**config.mk**
```make
export PLATFORM = sky130hd
export DESIGN_NAME = ds1302_burst_reader
export DESIGN_NICKNAME = d
export VERILOG_FILES = /design/src/rtl/ds1302_pkg.sv /design/src/rtl/ds1302_phase_gen.sv /design/src/rtl/ds1302_burst_reader.sv
export SDC_FILE = /design/constraint.sdc
export NUM_CORES = 1
export LEC_CHECK = 0
export CAP_MARGIN = 10
export CELL_PAD_IN_SITES_DETAIL_PLACEMENT = 0
export CELL_PAD_IN_SITES_GLOBAL_PLACEMENT = 1
export CORE_MARGIN = 1.5
export CORE_UTILIZATION = 47
export DETAILED_ROUTE_END_ITERATION = 6
export HOLD_SLACK_MARGIN = 0.05
export PLACE_DENSITY_LB_ADDON = 0.15
export SYNTH_ARGS = -nofsm -noshare
export SYNTH_HDL_FRONTEND = slang
export SYNTH_SLANG_ARGS = --single-unit
```
**constraint.sdc**
```tcl
create_clock -name clk -period 6.1 [get_ports clk]
set_input_delay 0.61 -clock clk [delete_from_list [all_inputs] [get_ports clk]]
set_output_delay 0.61 -clock clk [all_outputs]
set_load 0.1 [all_outputs]
```
**src/rtl/ds1302_pkg.sv**
```systemverilog
// Shared definitions for the DS1302 clock-burst reader: FSM states,
// command byte, frame sizes and register bit positions.
package ds1302_pkg;

    typedef enum logic [2:0] {
        ST_IDLE,
        ST_SETUP,
        ST_CMD,
        ST_READ,
        ST_HOLD,
        ST_RECOVER
    } state_t;

    // Clock burst read: 0xBE burst address with the read bit set
    localparam logic [7:0] CMD_CLK_BURST_RD = 8'hBF;

    localparam int CMD_BITS  = 8;
    localparam int READ_BITS = 24;

    // Bit positions inside the seconds and hours registers
    localparam int CH_BIT     = 7;
    localparam int MODE12_BIT = 7;
    localparam int PM_BIT     = 5;

    // Width of the generic cycle counter used for SETUP/HOLD/RECOVER
    localparam int WAIT_W = 16;

endpackage

```
**src/rtl/ds1302_phase_gen.sv**
```systemverilog
// SCLK phase generator: while enabled, produces CLK_DIV cycles low then
// CLK_DIV cycles high, with ticks on the last cycle of each phase.
module ds1302_phase_gen #(
    parameter int CLK_DIV = 10
) (
    input  logic clk,
    input  logic rst,
    input  logic en,
    output logic sclk,
    output logic low_end,
    output logic high_end
);

    localparam int CNT_W = $clog2(CLK_DIV);

    logic [CNT_W-1:0] cnt;
    logic             at_end;

    assign at_end   = (cnt == CNT_W'(CLK_DIV - 1));
    assign low_end  = en && !sclk && at_end;
    assign high_end = en && sclk && at_end;

    // Half-period counter and SCLK level; parked low whenever disabled
    always_ff @(posedge clk) begin
        if (rst || !en) begin
            cnt  <= '0;
            sclk <= 1'b0;
        end else if (at_end) begin
            cnt  <= '0;
            sclk <= ~sclk;
        end else begin
            cnt <= cnt + 1'b1;
        end
    end

endmodule

```
**src/rtl/ds1302_burst_reader.sv**
```systemverilog
// DS1302 3-wire clock-burst reader: on a poll request it sends the burst
// read command, shifts in seconds/minutes/hours and presents decoded BCD
// time with a one-cycle valid strobe.
module ds1302_burst_reader
    import ds1302_pkg::*;
#(
    parameter int CLK_DIV    = 10,
    parameter int CE_SETUP   = 4,
    parameter int CE_HOLD    = 4,
    parameter int CE_RECOVER = 8
) (
    input  logic       clk,
    input  logic       rst,
    input  logic       start,
    output logic       busy,
    output logic       valid,
    output logic [7:0] seconds,
    output logic [7:0] minutes,
    output logic [5:0] hours,
    output logic       mode_12h,
    output logic       pm,
    output logic       halted,
    output logic       rtc_sclk,
    output logic       rtc_ce,
    output logic       rtc_data_out,
    output logic       rtc_data_oe,
    input  logic       rtc_data_in
);

    state_t                 state;
    logic [WAIT_W-1:0]      wait_cnt;
    logic [4:0]             pulse_cnt;
    logic [CMD_BITS-2:0]    cmd_sr;
    logic [READ_BITS-1:0]   shift_reg;
    logic                   phase_en;
    logic                   low_end;
    logic                   high_end;
    logic [7:0]             byte0;
    logic [7:0]             byte1;
    logic [7:0]             byte2;
    logic                   unused_bits;

    assign phase_en    = (state == ST_CMD) || (state == ST_READ);
    assign byte0       = shift_reg[7:0];
    assign byte1       = shift_reg[15:8];
    assign byte2       = shift_reg[23:16];
    // Hours bit 6 carries no information in either hour mode
    assign unused_bits = byte2[6];

    ds1302_phase_gen #(
        .CLK_DIV (CLK_DIV)
    ) u_phase_gen (
        .clk      (clk),
        .rst      (rst),
        .en       (phase_en),
        .sclk     (rtc_sclk),
        .low_end  (low_end),
        .high_end (high_end)
    );

    // Transaction sequencer: drives CE, the data line and all registered outputs
    always_ff @(posedge clk) begin
        if (rst) begin
            state        <= ST_IDLE;
            wait_cnt     <= '0;
            pulse_cnt    <= '0;
            cmd_sr       <= '0;
            shift_reg    <= '0;
            busy         <= 1'b0;
            valid        <= 1'b0;
            seconds      <= '0;
            minutes      <= '0;
            hours        <= '0;
            mode_12h     <= 1'b0;
            pm           <= 1'b0;
            halted       <= 1'b0;
            rtc_ce       <= 1'b0;
            rtc_data_out <= 1'b0;
            rtc_data_oe  <= 1'b0;
        end else begin
            valid <= 1'b0;
            case (state)
                ST_IDLE: begin
                    if (start) begin
                        state        <= ST_SETUP;
                        busy         <= 1'b1;
                        rtc_ce       <= 1'b1;
                        rtc_data_oe  <= 1'b1;
                        rtc_data_out <= CMD_CLK_BURST_RD[0];
                        cmd_sr       <= CMD_CLK_BURST_RD[7:1];
                        wait_cnt     <= '0;
                    end
                end
                ST_SETUP: begin
                    if (wait_cnt == WAIT_W'(CE_SETUP - 1)) begin
                        state     <= ST_CMD;
                        pulse_cnt <= '0;
                    end else begin
                        wait_cnt <= wait_cnt + 1'b1;
                    end
                end
                ST_CMD: begin
                    if (high_end) begin
                        pulse_cnt <= pulse_cnt + 1'b1;
                        if (pulse_cnt == 5'(CMD_BITS - 1)) begin
                            state        <= ST_READ;
                            rtc_data_oe  <= 1'b0;
                            rtc_data_out <= 1'b0;
                        end else begin
                            rtc_data_out <= cmd_sr[0];
                            cmd_sr       <= {1'b0, cmd_sr[CMD_BITS-2:1]};
                        end
                    end
                end
                ST_READ: begin
                    if (low_end) begin
                        shift_reg <= {rtc_data_in, shift_reg[READ_BITS-1:1]};
                    end
                    if (high_end) begin
                        if (pulse_cnt == 5'(CMD_BITS + READ_BITS - 1)) begin
                            state    <= ST_HOLD;
                            wait_cnt <= '0;
                        end else begin
                            pulse_cnt <= pulse_cnt + 1'b1;
                        end
                    end
                end
                ST_HOLD: begin
                    if (wait_cnt == WAIT_W'(CE_HOLD - 1)) begin
                        state    <= ST_RECOVER;
                        wait_cnt <= '0;
                        rtc_ce   <= 1'b0;
                        valid    <= 1'b1;
                        seconds  <= {1'b0, byte0[6:0]};
                        halted   <= byte0[CH_BIT];
                        minutes  <= {1'b0, byte1[6:0]};
                        mode_12h <= byte2[MODE12_BIT];
                        if (byte2[MODE12_BIT]) begin
                            hours <= {1'b0, byte2[4:0]};
                            pm    <= byte2[PM_BIT];
                        end else begin
                            hours <= byte2[5:0];
                            pm    <= 1'b0;
                        end
                    end else begin
                        wait_cnt <= wait_cnt + 1'b1;
                    end
                end
                ST_RECOVER: begin
                    if (wait_cnt == WAIT_W'(CE_RECOVER - 1)) begin
                        state <= ST_IDLE;
                        busy  <= 1'b0;
                    end else begin
                        wait_cnt <= wait_cnt + 1'b1;
                    end
                end
                default: state <= ST_IDLE;
            endcase
        end
    end

endmodule

```
; ---- Word-level counts from Yosys, hierarchy flattened
; Index checks and enable logic that the tools add are counted.
[word_totals]
in_bits = 4
regBits = 88
[op_classes]
n_reduce_logical = 26
bitwise_logic = 2
n_mux = 39
n_addsub = 3
eq_ne = 22
[ops]
columns = operator, n
row1 = 16-bit two-way mux, 6
row2 = 16-bit one-hot mux with 5 select lines, 1
row3 = 3-bit two-way mux, 8
row4 = 7-bit two-way mux, 3
row5 = 5-bit two-way mux, 4
row6 = 2-bit inequality test (second input constant), 10
row7 = 3-bit one-hot mux with 6 select lines, 1
row8 = 16-bit by 1-bit adder with 16-bit output (second input constant), 1
row9 = 16-bit by 2-bit == test with 1-bit output (second input constant), 1
row10 = 16-bit by 3-bit == test with 1-bit output (second input constant), 1
row11 = 5-bit one-hot mux with 3 select lines, 1
row12 = 7-bit one-hot mux with 2 select lines, 1
row13 = 1-bit two-way mux, 9
row14 = 3-bit AND reduction, 3
row15 = 1-bit one-hot mux with 2 select lines, 4
row16 = 4-bit AND reduction, 2
row17 = 8-bit AND reduction, 1
row18 = 3-bit by 2-bit == test with 1-bit output (second input constant), 2
row19 = 3-bit == test (second input constant), 2
row20 = 6-bit two-way mux, 1
row21 = 6-bit AND reduction, 1
row22 = 2-bit nonzero test, 3
row23 = 5-bit by 1-bit adder with 5-bit output (second input constant), 1
row24 = 5-bit by 3-bit == test with 1-bit output (second input constant), 1
row25 = 15 further kinds, 24

; ---- Depth between registers and ports, before layout
[logic_depth]
ltp_word = 6
ltp_mapped = 9

; ---- By module
; A second synthesis with hierarchy kept.
[unflattened]
hier_cells = 449
area_unflattened_um2 = 3826.2
[by_module_without_submodules]
columns = mod, area_each_um2, seq_area_each_um2, cells_each, n_inst
row1 = ds1302_burst_reader, 3593.4, 1661.6, 427, 1
row2 = ds1302_phase_gen, 232.7, 100.1, 22, 1

; ---- Worst setup path after synthesis
; Ideal clock, no wire load.
[synth_timing]
kind = reg-to-reg
from = register u_phase_gen.sclk
to = register cmd_sr[4]
slack_ns = 3.574
required_time_ns = 5.961
setup_time_ns = 0.139
stages_incl_launch_ff = 8
arrival_ns = 2.388
path_cell_list = dfxtp_1 inv_1 or3_1 clkbuf_1 or3b_4 buf_6 nor2_1 a211oi_2
[synth_via]
elab_chain_cells = 4
[synth_lines]
columns = item, line_no
row1 = "start, declared", ds1302_phase_gen.sv:9  ; output logic sclk,
row2 = "start signal, assigned", ds1302_phase_gen.sv:30  ; sclk <= ~sclk;
row3 = 1-bit logical AND (2 in series), ds1302_phase_gen.sv:21  ; assign high_end = en && sclk && at_end;
row4 = 2-bit inequality test (no line), -
row5 = 4-bit AND reduction (no line), -
row6 = "end signal, assigned", ds1302_burst_reader.sv:90  ; cmd_sr <= CMD_CLK_BURST_RD[7:1];
row7 = "end signal, assigned", ds1302_burst_reader.sv:111  ; cmd_sr <= {1'b0, cmd_sr[CMD_BITS-2:1]};
row8 = "end, declared", ds1302_burst_reader.sv:33  ; logic [CMD_BITS-2:0] cmd_sr;
; No other way between the ends.
; A chain may end at the register's enable or synchronous reset.

; ---- Worst setup path after layout
[layout_timing]
from = register pulse_cnt[0]
to = register wait_cnt[10]
[layout_via]
elab_chain_cells = 3
[layout_lines]
columns = item, line_no
row1 = "start, declared", ds1302_burst_reader.sv:32  ; logic [4:0] pulse_cnt;
row2 = "start signal, assigned", ds1302_burst_reader.sv:104  ; pulse_cnt <= pulse_cnt + 1'b1;
row3 = "start signal, assigned", ds1302_burst_reader.sv:124  ; pulse_cnt <= pulse_cnt + 1'b1;
row4 = 5-bit == test, ds1302_burst_reader.sv:120  ; if (pulse_cnt == 5'(CMD_BITS + READ_BITS - 1)) begin
row5 = 2-bit by 1-bit inequality test with 1-bit output (no line), -
row6 = 6-bit AND reduction (no line), -
row7 = "end signal, assigned", ds1302_burst_reader.sv:99  ; wait_cnt <= wait_cnt + 1'b1;
row8 = "end signal, assigned", ds1302_burst_reader.sv:146  ; wait_cnt <= wait_cnt + 1'b1;
row9 = "end signal, assigned", ds1302_burst_reader.sv:154  ; wait_cnt <= wait_cnt + 1'b1;
row10 = "end, declared", ds1302_burst_reader.sv:31  ; logic [WAIT_W-1:0] wait_cnt;
; No other way between the ends.

==> reports/metrics.yaml <==
place:
  port_buffers: 32
  placed_area_mm2: 0.00421
  post-dp-hpwl_um: 4950
  routabilityCongestion: 0.788
outcome:
  outcome: "finished, final reports clean"
synthesis:
  postSynthCellCount: 446
  synthArstFlopShare_pct: 0
  synthDistinctLibCells: 56
  avgSynthCellArea_um2: 8.74
  synth_area_mm2: 0.00390
  yosys_warnings: 0
  synth_edf_count: 0
  yosysSeqAreaShare_pct: 45.2
  ys_ff_latch: 88
  synthFlopType: "dfxtp_1"
grt:
  grt_usage_pct: 18.3
  grt_max_degree: 64
  grt_overflow: 0
  antenna_found_initial: 0
  grt_pass1_wl_um: 13000
  grt_pass1_vias: 2838
routing:
  dr.pass1.iters: 4
  dr.first_iter.drc_count: 94
  wirelength_um: 7560
  ant_nets: 0
  vias: 3076
  drcViolationCount: 0
  wl_per_cell_um: 13.2
  via_per_inst: 5.38
timing:
  timing.final.crit_share_pct: 42.3
  tns_ns: 0
  tightestPinTransition_ns: 1.04
  setup_violations: 0
  rsz0062_at_grt: "no"
  maxSlewViolCount: 0
  fin_crit_ns: 2.58
  skew_ns: 0.0137
  fin_hold_ws_ns: 0.452
  relSlewSlack_pct: 30.8
  max_freq_ghz: 0.387
  finalHoldViolations: 0
clocking:
  cts_sinks: 88
  clockBufferDepth: 2
  cts_resized: 0
  worstSkewPairLatency_ns: 0.35
  cts_root_buffer: "clkbuf_8"
  post_cts_buffers: 0
  cts_inserted_buffers: 9
  htree_num_levels: 3
  cts.clk_slew.worst_paths_ns: 0.10
  cts_hold_buf: 0
  cts_tree: "yes"
hold_path:
  min_from: "hours[1]"
  hp-class: "flip-flop to flip-flop"
die:
  die_y_um: 94.1
  initial_core_util_pct: 47.9
  ios: 35
  core_mm2: 0.00813
  dieArea_mm2: 0.00885
  num_rows: 33
  die_x_um: 94.1
cells_and_area:
  antenna_cells: 0
  design_area_mm2: 0.00442
  layout_commonest_cell: "dfxtp_1"
  largest_register_ffs: 24
  seq_area_mm2: 0.00176
  final_cell_mix: "88 x dfxtp_1, 83 x nand2_1, 44 x a21oi_1, 37 x nor2_1, 31 x clkdlybuf4s50_1"
  multiInputGateArea_mm2: 0.00197
  fillCellCount: 760
  finalNetCount: 472
  drive_gt1_share_pct: 15.8
  area_growth_pct: 13.4
power:
  power_density_mw_per_mm2: 243
  leakage_nw: 1.50
  vdd_drop_max_mv: 0.128
  finalPower_mw: 1.08
worst_setup_path:
  crit_top_cell: "ha_1"
  cp_slowest_stage_delay_ns: 0.53
  cp_data_arrival_time_ns: 2.85
  cp-start-kind: "flip-flop"
  reg2reg_slack_ns: 3.52
  critPathLaunch: "pulse_cnt[0]"
  r2r-start: "pulse_cnt[0]"
  cpMaxStageDelayCell: "or4_1"
  end_kind: "flip-flop"
  crit_fanout: 16
  worstPathRequired_ns: 6.37
  path_class: "flip-flop to flip-flop"
  crit_chain: "ha_1 > and3_1 > ha_1 > nand3b_1 > o211ai_2 > o21ai_2 > or4_1 > a21oi_1"
flow_run:
  max_cap_viol_count: 0
[final timing paths]
kind | end | cells after the start
max reg2reg | wait_cnt[10] | 8
min reg2reg | hours[1] | 2
min | hours[1] | 2
max | wait_cnt[10] | 8
[routing by layer]
layer,up-vias,GRT usage (%),share of wire [%]
met5,-,0,0
met4,0,7.09,1.1
met3,7,2.99,2.2
met2,28,29.6,47
met1,1472,24.3,50
li1,1569,-,-
[where the power goes]
part | switching (mW) | total [mW] | internal [mW]
combinational | 0.0488 | 0.0650 | 0.0162
sequential | 0.00837 | 0.590 | 0.582
clock | 0.214 | 0.420 | 0.207
[worst max-delay path, delay by kind of cell, from the launching register on]
family	cells	cell delay, ns
adders and majority gates	2	0.43
and+or+nand+nor	3	0.81
DFF	1	0.40
AOI/OAI and AO/OA	3	0.85
[stage by stage]
step / worst slack (ns) / utilization [%] / instances
final: 3.52 / 54.3 / 572
after global routing: 3.26 / 54.3 / 572
after CTS: 3.50 / 54.3 / 572
after detailed placement: 3.55 / 51.7 / 556
after global placement: 3.63 / 51.7 / 556
after floorplan: 3.57 / - / 447
[layout make-up]
class | count | share of cell area (%)
multi-input combinational | 325 | 44.6
inverter | 4 | 0.340
sequential | 88 | 39.9
timing repair buffer | 34 | 7.47
tap | 105 | 2.97
clock buffer | 10 | 3.11
clock inverter | 6 | 1.64
[synth_stat cells (all sizes together), types with 3 or more instances]
| cell | number | area (µm²) |
|---|---|---|
| a211oi | 7 | 77.6 |
| a21oi | 62 | 378 |
| and2 | 3 | 18.8 |
| and3 | 6 | 37.5 |
| buf | 13 | 96.3 |
| clkbuf | 17 | 63.8 |
| dfxtp | 88 | 1760 |
| ha | 6 | 75.1 |
| inv | 3 | 11.3 |
| mux2i | 3 | 30.0 |
| nand2 | 103 | 437 |
| nand2b | 5 | 31.3 |
| nand3 | 16 | 80.1 |
| nand3b | 3 | 35.0 |
| nand4 | 5 | 46.3 |
| nor2 | 37 | 139 |
| nor3 | 3 | 20.0 |
| nor4 | 3 | 63.8 |
| nor4b | 3 | 26.3 |
| o21ai | 9 | 52.6 |
| o31ai | 6 | 45.0 |
| or3 | 3 | 18.8 |
| or4 | 7 | 56.3 |
| xor2 | 9 | 78.8 |
[kinds of logic (layout without fill, tap and decap cells)]
group	Yosys count	in the layout	share of synthesized area [%]
xor gates and xnor gates	11	11	2.47
adders and majority gates	6	6	1.93
other	1	2	0.0962
muxes	3	3	0.770
and+or+nand+nor	206	206	27.9
buffers and inverters	34	54	4.49
DFF	88	88	45.2
AOI/OAI and AO/OA	97	97	17.1
Power figures use the tool's default switching activity.
